===== config.mk =====
export PLATFORM = sky130hd
export DESIGN_NAME = button_conditioner
export DESIGN_NICKNAME = d
export VERILOG_FILES = /design/src/rtl/button_conditioner_pkg.sv /design/src/rtl/debounce_cell.sv /design/src/rtl/button_conditioner.sv
export SDC_FILE = /design/constraint.sdc
export NUM_CORES = 1
export LEC_CHECK = 0
export ABC_AREA = 1
export CAP_MARGIN = 20
export CORE_AREA = 2 2 71 73
export DETAILED_ROUTE_END_ITERATION = 6
export DIE_AREA = 0 0 73 75
export HOLD_SLACK_MARGIN = 0.1
export PLACE_DENSITY_LB_ADDON = 0.15
export SYNTH_ARGS = -nofsm -noshare
export SYNTH_HDL_FRONTEND = slang
export SYNTH_SLANG_ARGS = --single-unit

===== constraint.sdc =====
create_clock -name clk -period 4.5 [get_ports clk]
set_clock_uncertainty 0.2 [all_clocks]
set_input_delay 0.675 -clock clk [delete_from_list [all_inputs] [get_ports clk]]
set_output_delay 0.675 -clock clk [all_outputs]
set_load 0.01 [all_outputs]

===== src/rtl/button_conditioner_pkg.sv =====
// Shared defaults and per-button state record for the stopwatch button front end.
package button_conditioner_pkg;

    localparam int DEF_NUM_BTN  = 2;
    localparam int DEF_DIV_BITS = 17;
    localparam int DEF_DEPTH    = 3;

    typedef struct packed {
        logic level;
        logic press;
        logic rel;
        logic toggle;
    } btn_state_t;

endpackage


===== src/rtl/debounce_cell.sv =====
// One button channel: 2-flop synchroniser, sample history and the
// level / press / release / toggle outputs derived from it.
module debounce_cell
    import button_conditioner_pkg::*;
#(
    parameter int DEPTH = DEF_DEPTH
) (
    input  logic       clk,
    input  logic       rst,
    input  logic       i_raw,
    input  logic       i_tick,
    output btn_state_t o_st
);

    logic [1:0]       r_sync;
    logic [DEPTH-1:0] r_hist;
    btn_state_t       r_st;
    logic [DEPTH-1:0] w_hist_next;

    assign w_hist_next = {r_hist[DEPTH-2:0], r_sync[1]};

    always_ff @(posedge clk) begin
        if (rst) begin
            r_sync <= '0;
            r_hist <= '0;
            r_st   <= '0;
        end else begin
            r_sync     <= {r_sync[0], i_raw};
            r_st.press <= 1'b0;
            r_st.rel   <= 1'b0;
            if (i_tick) begin
                r_hist <= w_hist_next;
                // A mixed history leaves the level alone: that is the bounce filter.
                if (&w_hist_next && !r_st.level) begin
                    r_st.level  <= 1'b1;
                    r_st.press  <= 1'b1;
                    r_st.toggle <= ~r_st.toggle;
                end else if (~|w_hist_next && r_st.level) begin
                    r_st.level <= 1'b0;
                    r_st.rel   <= 1'b1;
                end
            end
        end
    end

    assign o_st = r_st;

endmodule


===== src/rtl/button_conditioner.sv =====
// Button front end: shared sample-tick prescaler feeding one debounce_cell per button.
module button_conditioner
    import button_conditioner_pkg::*;
#(
    parameter int NUM_BTN  = DEF_NUM_BTN,
    parameter int DIV_BITS = DEF_DIV_BITS,
    parameter int DEPTH    = DEF_DEPTH
) (
    input  logic               clk,
    input  logic               rst,
    input  logic [NUM_BTN-1:0] btn_raw,
    output logic [NUM_BTN-1:0] btn_level,
    output logic [NUM_BTN-1:0] btn_press,
    output logic [NUM_BTN-1:0] btn_release,
    output logic [NUM_BTN-1:0] btn_toggle,
    output logic               sample_tick
);

    logic [DIV_BITS-1:0] r_div;
    logic                r_tick;
    btn_state_t          w_st [NUM_BTN];

    // Tick is registered off the all-ones count, so the period is exactly 2**DIV_BITS.
    always_ff @(posedge clk) begin
        if (rst) begin
            r_div  <= '0;
            r_tick <= 1'b0;
        end else begin
            r_div  <= r_div + 1'b1;
            r_tick <= &r_div;
        end
    end

    assign sample_tick = r_tick;

    for (genvar gi = 0; gi < NUM_BTN; gi++) begin : g_btn
        debounce_cell #(.DEPTH(DEPTH)) u_cell (
            .clk    (clk),
            .rst    (rst),
            .i_raw  (btn_raw[gi]),
            .i_tick (r_tick),
            .o_st   (w_st[gi])
        );
        assign btn_level[gi]   = w_st[gi].level;
        assign btn_press[gi]   = w_st[gi].press;
        assign btn_release[gi] = w_st[gi].rel;
        assign btn_toggle[gi]  = w_st[gi].toggle;
    end

endmodule


== After elaboration in Yosys (flattened, before gate mapping) ==
Cells that the tools add are included.

* Bits in registers: 34
* Bits in latches: 0
* RAM bits: 0
* ROM bits: 0
* Bits of input ports: 4
* Output and inout port bits: 9
* Logic and storage cells: 48
* Memories: 0

* Add/sub/neg operators: 1
* Multipliers: 0
* Div/mod/pow operators: 0
* Order comparisons: 0
* Equality and inequality tests: 0
* Shift-type cells: 0
* Mux-type cells: 8
* Bitwise logic cells: 3
* Reduce and logical (&&, ||, !) cells: 22

{| class="wikitable"
|+ Operator list
! cell !! number
|-
| 17-bit by 1-bit adder with 17-bit output (second input constant) || 1
|-
| 17-bit AND reduction || 1
|-
| 3-bit OR reduction || 4
|-
| 1-bit 2-to-1 mux || 8
|-
| 2-bit AND reduction || 4
|-
| 3-bit AND reduction || 2
|-
| 1-bit logical AND || 4
|-
| 1-bit logical NOT || 4
|-
| 2-bit nonzero test || 2
|-
| 1-bit NOT || 3
|-
| 2-bit OR reduction || 1
|}

== Longest topological paths before layout ==
* Word-level depth: 5
* Depth in mapped cells: 8
* Mapped depth without buffers: 8

== Hierarchy ==
From an unflattened synthesis, not the netlist that was laid out.

* Cell total of the unflattened synthesis: 198
* Area, all modules: 1425.1 sq um

{| class="wikitable"
|+ By module, submodules not included
! module !! times used !! cells an instance !! area an instance (sq um) !! seq. area each (sq um)
|-
| button_conditioner || 1 || 126 || 864.6 || 360.3
|-
| debounce_cell || 2 || 36 || 280.3 || 160.2
|}

== Worst setup path after synthesis ==
No wires, ideal clock.

* Path type: reg2reg
* From: register r_div[0]
* To: register r_div[16]
* Setup time: 0.117 ns
* Arrival: 1.291 ns
* Data required time: 4.183 ns
* Path slack: 2.892 ns
* Cell stages (with the launch flop): 9
* Path buffers: 0
* Clock period less this slack: 1.608 ns
* Cell sequence: dfxtp_1 -> ha_1 -> nand2_2 -> nor2_4 -> nand4_1 -> nor2_1 -> ha_1 -> inv_1 -> nor2_1

* Longest elaborated chain between the ends: 1

{| class="wikitable"
|+ Ends and longest elaborated chain
! item !! line !! RTL
|-
| start, declared || button_conditioner.sv:19 || <nowiki>logic [DIV_BITS-1:0] r_div;</nowiki>
|-
| start signal, assigned || button_conditioner.sv:29 || <nowiki>r_div <= r_div + 1'b1;</nowiki>
|-
| 17-bit by 1-bit adder with 17-bit output || button_conditioner.sv:29 ||
|}

Every way passes these cells.
A chain may end at the register's enable or synchronous reset.

==> reports/metrics.csv <==
metric,value,unit
worstPathCellList,clkdlybuf4s50_1 -> inv_1 -> nand2_1 -> o22ai_1,
syn-num-nets,187,
num_antenna_cells,0,
grt.total_usage,10.6,%
hold_buffers,0,
holdPathStages,2,
finalHoldViolations,0,
tritoncts,done,
via_count,1089,
crit_start,rst,
top_usage_layer,met2,
die_y,75,microns
initial_core_util,30.0,%
synth_cell_types,25,
critPathBufInv,2,
wirelength,2460,microns
root_buffer,clkbuf_8,
detail-route-antenna-nets,0,
cp_data_arrival_time,2.33,ns
syn_inst,181,
timing.rr.end,r_div[16]$_SDFF_PP0_,
synth_area,0.00140,sq mm
worstHoldStart,g_btn[0].u_cell.r_sync[0]$_SDFF_PP0_,
synth-seq-cells,34,
slew_headroom,52.9,%
cts_resized,0,
syn_avg_cell_area,7.73,sq um
setup_viol_count_final,0,
finalCritPeriodShare,53.2,%
fp.dieW,73,microns
vdd_drop_max,179,uV
worstMarginPinSlew,0.705,ns
ys.flop_type,dfxtp_1,
power.density_cell_area,333,mW/mm^2
path_class,input port to flip-flop,
synthTopCellsByCount,"dfxtp_1 (34), nor2_1 (31), inv_1 (27)",
dr.pass1.iters,5,
cts.clk_slew.worst_paths,0.07,ns
ys_seq_area_share,48.7,%
drt_iter0_markers,47,
cts_made_buffers,5,
clock-sinks,34,
finalSetupTns,0,ns
vias_per_cell,4.32,
r2r_slack,2.69,ns
yosysMostFrequentCell,dfxtp_1,
num_rows,25,
finalPower,0.000553,W
yosysWarnings,0,
synth_top_area_share,48.7,%
cts_buffer_depth,2,
die-area,0.00548,sq mm
use_met3,4.95,%
min_to,g_btn[0].u_cell.r_sync[1]$_SDFF_PP0_,
drive_above_1_share,13.1,%
grt_max_degree,21,
p_leak,0.653,nW
cp.required,4.44,ns
dpl_cell_area,0.00157,sq mm
max_stage_delay,0.92,ns
grtUsageMet2,16.4,%
first_global_vias,993,
fillers,499,
crit_path_end_kind,flip-flop,
core,0.00466,sq mm
min_path_type,flip-flop to flip-flop,
io-pin-count,13,
post_cts_buffers,0,
final_nets,203,
syn_to_final_growth,18.7,%
h-tree-depth,2,
hpwl,1800,microns
reg2regPathDepth,8,
critPathSlowestCell,clkdlybuf4s50_1,
design_area,0.00166,sq mm
finalMaxSlewViolations,0,
netlist_top_cells_area,"dfxtp_1 (49%), nor2_1 (8.3%), inv_1 (7.2%), nand2_1 (6.7%), a21oi_1 (3.9%)",
grt-ovfl-total,0,
clock.fmax,417,MHz
gp_congestion,0.744,
critPathMaxFanout,20,
grt_antenna_before_repair,0,
synth_edf_count,0,
portBuffers,12,
async_flop_share,0,%
rsz0062_at_grt,false,
grt.met1_usage,11.8,%
r2r_start,r_div[0]$_SDFF_PP0_,
clk_latency,0.28,ns
yosys.area.top_type,dfxtp_1,
fin_crit,2.40,ns
drv_cap,0,
grt_pass1_wl,4260,microns
crit_family,buffers and inverters,
wl_per_cell,9.75,microns
drc,0,
cp-start-kind,input port,
status,completed,
## per-layer routing
metal | routed length (microns) | vias to the layer above
met5 | 0 | -
met4 | 36 | 0
met3 | 104 | 2
met2 | 1120 | 18
met1 | 1200 | 476
li1 | - | 593
## layout by cell type, fill, tap and decap left out, types with 3 or more instances in the layout
cell type and n:
nand2_1 25, nand3_1 8, inv_2 3, dfxtp_1 34, nand4_1 4, nor2_4 4, clkbuf_8 6, nand2_2 7
clkdlybuf4s50_1 12, nor2_1 31, a21oi_1 11, o21ai_0 8, inv_1 27
## cells by family after synthesis
logic type	count (synthesis)	synth area share, %
compound gates	25	10.0
fa+ha+maj	2	1.79
buf+inv	33	9.30
simple gates	84	28.4
xor+xnor	3	1.88
flops	34	48.7
## layout make-up
type	count	area (sq um)	area share (%)
sequential	34	681	41.0
clock buffer	7	86.3	5.20
timing repair buffer	12	120	7.23
multi-input combinational	114	588	35.4
clock inverter	1	5.00	0.301
tap	54	67.6	4.07
inverter	30	113	6.78
## power by group
group	switching (W)	internal, W	leakage, nW
Clock	0.000106	0.000123	0.0482
Sequential	0.00000264	0.000305	0.275
Combinational	0.00000933	0.00000597	0.330
Total	0.000118	0.000434	0.653
## sequential cells by signal, indices dropped and copies added (netlist names)
signal and flops:
r_div 17, g_btn.u_cell.o_st 8, g_btn.u_cell.r_hist 4, g_btn.u_cell.r_sync 4, sample_tick 1
## tightest hold or removal path, cell delays in order (launching register included)
cell and delay, ns:
dfxtp_1 0.30, inv_1 0.04, nor2_1 0.03
## worst max-delay path by stage
stage / end / depth (start not counted)
floorplan: r_div[16]$_SDFF_PP0_ / 8
finish: g_btn[1].u_cell.o_st[3]$_SDFFE_PP0P_ / 4
detailed placement: g_btn[1].u_cell.o_st[3]$_SDFFE_PP0P_ / 4
global route: g_btn[1].u_cell.o_st[3]$_SDFFE_PP0P_ / 4
CTS: g_btn[1].u_cell.o_st[3]$_SDFFE_PP0P_ / 4
global placement: g_btn[1].u_cell.o_st[3]$_SDFFE_PP0P_ / 4
## through the flow
step                      instances  utilization (%)  hold WS, ns  setup WS (ns)
after floorplan                 181                -        0.188           2.89
after global placement          244             33.7        0.199           1.84
after detailed placement        244             33.7        0.201           1.79
after CTS                       252             35.6        0.210           2.09
after global routing            252             35.6        0.242           1.93
final                           252             35.6        0.212           2.10
(Power assumes the default switching activity.)
==> RTL change 1 (config.mk and constraints unchanged) <==
`DEF_DEPTH`: 3 -> 2.
--- a/src/rtl/button_conditioner_pkg.sv
+++ b/src/rtl/button_conditioner_pkg.sv
@@ -4,5 +4,5 @@
     localparam int DEF_NUM_BTN  = 2;
     localparam int DEF_DIV_BITS = 17;
-    localparam int DEF_DEPTH    = 3;
+    localparam int DEF_DEPTH    = 2;
 
     typedef struct packed {
Check against the original RTL: same outputs for any inputs over 10 cycles, from zero or initial values and one cycle with rst high; that may be too few to reach the edited logic, so the function may still have changed.
==> RTL change 1 against the original RTL <==
  * Cell area shrank 5.9%
  * Sequential cell count shrank 2
  * Worst setup slack gained 0.031 ns
  * Final cell count shrank 1.2%
  * Synthesized area shrank 7.4%
  * Power shrank 4.1%
  * Routed wire length grew 2.7%
  * Global-route usage grew 0.37 points
  * Critical endpoint is now g_btn[0].u_cell.o_st[3]
==> RTL change 1: results (changes against the original RTL) <==
synthDistinctLibCells: 21  # was 25
use_met1: 0.136  # was 0.118
clk_pin_slew_worst_paths_ns: 0.06
ys_seq_area_frac: 0.495  # was 0.487
routabilityCongestion: 0.777  # was 0.744
m1WireLength_um: 1320  # was 1200 um
synth-async-reset-ratio: 0  # unchanged
highest_layer: "met4"  # unchanged
grt_pass1_vias: 1008  # was 993
p_leak_nw: 0.622  # was 0.653 nW
netlist_top_cells_count: "39 x nor2_1, 36 x nand2_1, 32 x dfxtp_1, 24 x inv_1, 10 x a21oi_1"  # was 34 x dfxtp_1, 31 x nor2_1, 27 x inv_1, 25 x nand2_1, 11 x a21oi_1
grtUsageMet3: 0.0522  # was 0.0495
peakVddDrop_uv: 183  # was 179 uV
wl_met3_um: 106  # was 104 um
wl_per_cell_um: 10.1  # was 9.75 um
met2RoutedLength_um: 1060  # was 1120 um
drtPass1Iterations: 4  # was 5
antenna_found_initial: 0  # unchanged
grt_usage: 0.110  # was 0.106
diodes: 0  # unchanged
dp_hpwl_um: 1900  # was 1800 um
ys_warn_count: 0  # unchanged
cts_buffers: 5  # unchanged
met2_usage: 0.162  # was 0.164
vias_per_cell: 4.39  # was 4.32
drt_iter0_drc: 53  # was 47
nets: 200  # was 203
worstPathArrival_ns: 2.29  # was 2.33 ns
grt_pass1_wl_um: 4480  # was 4260 um
cts_root_buffer: "clkbuf_8"  # unchanged
synthTopCellsByArea: "dfxtp_1 49%, nor2_1 11%, nand2_1 10%"  # was dfxtp_1 49%, nor2_1 8.3%, inv_1 7.2%
cp_max_fo: 22  # was 20
drive_above_1_share: 0.0769  # was 0.131
dp_slack_ns: 1.80  # was 1.79 ns
cts_resized: 0  # unchanged
worst_pin_slew_ns: 0.757  # was 0.705 ns
largest-register: "r_div"  # unchanged
clk-insertion-delay-late_ns: 0.28  # about the same
synth_fp_nets: 184  # was 187
outcome: "completed"  # unchanged
grt_start_max_net_pins: 23  # was 21
fillers: 488  # was 499
[RTL change 1: changes by cell type after synthesis, moves of 4 or more]
cell,delta
nand2_2,-4
nor2_1,+8
nand2_1,+11
o21ai_0,-5
[RTL change 1: kinds of logic after synthesis]
family,Yosys count,synth area share
xor+xnor,2,0.0135
flops,32,0.495
compound gates,19,0.0841
buf+inv,28,0.0821
simple gates,95,0.306
fa+ha+maj,2,0.0193
[RTL change 1: worst paths after layout]
path                                           startpoint                   endpoint  slack, ns  depth (start not counted)
worst min register to register  g_btn[0].u_cell.r_sync[0]  g_btn[0].u_cell.r_sync[1]       0.20                          2
worst max-delay path                                  rst    g_btn[0].u_cell.o_st[3]       2.14                          4
worst max register to register                   r_div[1]                  r_div[16]       2.51                         10
worst min-delay path            g_btn[0].u_cell.r_sync[0]  g_btn[0].u_cell.r_sync[1]       0.20                          2
[RTL change 1: layout make-up]
cell class,count,share of cell area
Inverter,25,0.0600
Clock inverter,2,0.00641
Timing Repair Buffer,12,0.0769
Multi-Input combinational cell,118,0.351
Sequential cell,32,0.410
Clock buffer,6,0.0528
Tap cell,54,0.0432
[RTL change 1: stage by stage]
step | std cells | utilization | area (um^2)
finish | 249 | 0.335 | 1560
global route | 249 | 0.335 | 1560
CTS | 249 | 0.335 | 1560
detailed placement | 241 | 0.315 | 1470
global placement | 241 | 0.315 | 1470
floorplan | 178 | - | 1290
[RTL change 1: report_power, final]
part	leakage, nW	internal, mW	total (mW)	switching [mW]
Sequential	0.259	0.287	0.290	0.00309
Combinational	0.312	0.00609	0.0151	0.00903
Clock	0.0510	0.122	0.225	0.103
Total	0.622	0.415	0.530	0.115
[RTL change 1: worst max-delay path, cell delays in order]
cell and delay [ns]:
clkdlybuf4s50_1 0.96, inv_1 0.39, nand2_1 0.17, o22ai_1 0.10
==> RTL change 2 (same settings) <==
Made on the original files. Register the output `btn_toggle`, cleared by the reset; this adds one clock of latency there. The other outputs are not delayed to match.
--- a/src/rtl/button_conditioner.sv
+++ b/src/rtl/button_conditioner.sv
@@ -16,4 +16,6 @@
     output logic               sample_tick
 );
+
+    logic [NUM_BTN-1:0] btn_toggle_d;
 
     logic [DIV_BITS-1:0] r_div;
@@ -45,5 +47,13 @@
         assign btn_press[gi]   = w_st[gi].press;
         assign btn_release[gi] = w_st[gi].rel;
-        assign btn_toggle[gi]  = w_st[gi].toggle;
+        assign btn_toggle_d[gi]  = w_st[gi].toggle;
+    end
+
+    always_ff @(posedge clk) begin
+        if (rst) begin
+            btn_toggle <= '0;
+        end else begin
+            btn_toggle <= btn_toggle_d;
+        end
     end
 
Check against the original RTL: no difference found for any inputs over 10 cycles, from zero or initial values and one cycle with rst high; that may be too few to reach the edited logic, so the function may still have changed.
==> RTL change 2 against the original RTL <==
  * Non-clock buffer count rose by 1
  * Sequential cell count rose by 2
  * Global-route usage rose by 0.47 points
  * Synthesized area rose by 4.7%
  * Cell area rose by 4.8%
  * Final cell count rose by 2.8%
  * Sequential power rose by 6%
  * Via count rose by 0.55%
  * Routed wire length rose by 0.77%
  * Worst setup slack improved by 0.19 ns
  * Die area did not move
  * Power rose by 12%
  * Sequential share of layout area rose by 0.41 points
  * Count of clock-buffer cells in the layout fell by 1
==> RTL change 2: results (changes against the original RTL) <==
cts_buffers: 5  # unchanged
clock_power_mw: 0.277  # was 0.230 mW
synthAdderAreaFrac: 0.0171  # was 0.0179
use_met1: 0.128  # was 0.118
dp_slack_ns: 2.24  # was 1.79 ns
met2_usage: 0.175  # was 0.164
drt_wl_total_um: 2480  # was 2460 um
grt_start_max_net_pins: 27  # was 21
syn_inst: 188  # was 181
worst_pin_slew_ns: 0.401  # was 0.705 ns
worstPathArrival_ns: 1.33  # was 2.33 ns
synth_compound_area_frac: 0.0812  # was 0.100
dp_hpwl_um: 1750  # was 1800 um
synthTopCellsByArea: "dfxtp_1 49%, nor2_1 8.2%, inv_1 7.7%"  # was dfxtp_1 49%, nor2_1 8.3%, inv_1 7.2%
highest_layer: "met4"  # unchanged
peakVddDrop_uv: 170  # was 179 uV
synthDistinctLibCells: 27  # was 25
drt_iter0_drc: 65  # was 47
internal-power_mw: 0.493  # was 0.434 mW
grt_usage: 0.111  # was 0.106
drive_above_1_share: 0.127  # was 0.131
synthXorXnorAreaFrac: 0.0179  # was 0.0188
ys_seq_area_frac: 0.492  # was 0.487
port_buffers: 12  # unchanged
place_area_um2: 1630  # was 1570 um^2
nets: 210  # was 203
vias_per_cell: 4.23  # was 4.32
cts_resized: 0  # unchanged
m1WireLength_um: 1310  # was 1200 um
met2RoutedLength_um: 1070  # was 1120 um
antenna_found_initial: 0  # unchanged
grt_pass1_vias: 1072  # was 993
crit_family: "buffers and inverters"  # unchanged
routabilityCongestion: 0.738  # was 0.744
p_comb_frac: 0.025  # was 0.028
cp_max_fo: 7  # was 20
p_switching_mw: 0.125  # was 0.118 mW
final.period_utilization: 0.490  # was 0.532
outcome: "completed"  # unchanged
netlist_top_cells_count: "36 x dfxtp_1, 32 x nor2_1, 30 x inv_1, 26 x nand2_1, 10 x a21oi_1"  # was 34 x dfxtp_1, 31 x nor2_1, 27 x inv_1, 25 x nand2_1, 11 x a21oi_1
dp_cells: 251  # was 244
r2r_slack_ns: 2.73  # was 2.69 ns
p_leak_nw: 0.683  # was 0.653 nW
grt_pass1_wl_um: 4580  # was 4260 um
critPathMaxStageDelay_ns: 0.58  # was 0.92 ns
drtPass1Iterations: 4  # was 5
wl_met3_um: 72  # was 104 um
grtUsageMet3: 0.0522  # was 0.0495
fin_cells: 259  # was 252
==> RTL change 2: cell type report <==
cell class | instances | area, um^2
Fill cell | 487 | 2920
Sequential cell | 36 | 721
Multi-Input combinational cell | 115 | 593
Timing Repair Buffer | 13 | 128
Inverter | 33 | 124
Clock buffer | 6 | 72.6
Tap cell | 54 | 67.6
Clock inverter | 2 | 35.0
==> RTL change 2: final timing paths <==
kind	cells after the start	to	startpoint
max	1	sample_tick	sample_tick
min	2	g_btn[1].u_cell.r_sync[1]	g_btn[1].u_cell.r_sync[0]
max reg2reg	8	r_div[16]	r_div[0]
min reg2reg	2	g_btn[1].u_cell.r_sync[1]	g_btn[1].u_cell.r_sync[0]
==> RTL change 2: stage by stage <==
step	hold WS, ns	util
after global routing	0.242	0.373
after global placement	0.193	0.350
after CTS	0.206	0.373
final	0.205	0.373
after detailed placement	0.195	0.350
after floorplan	0.188	-
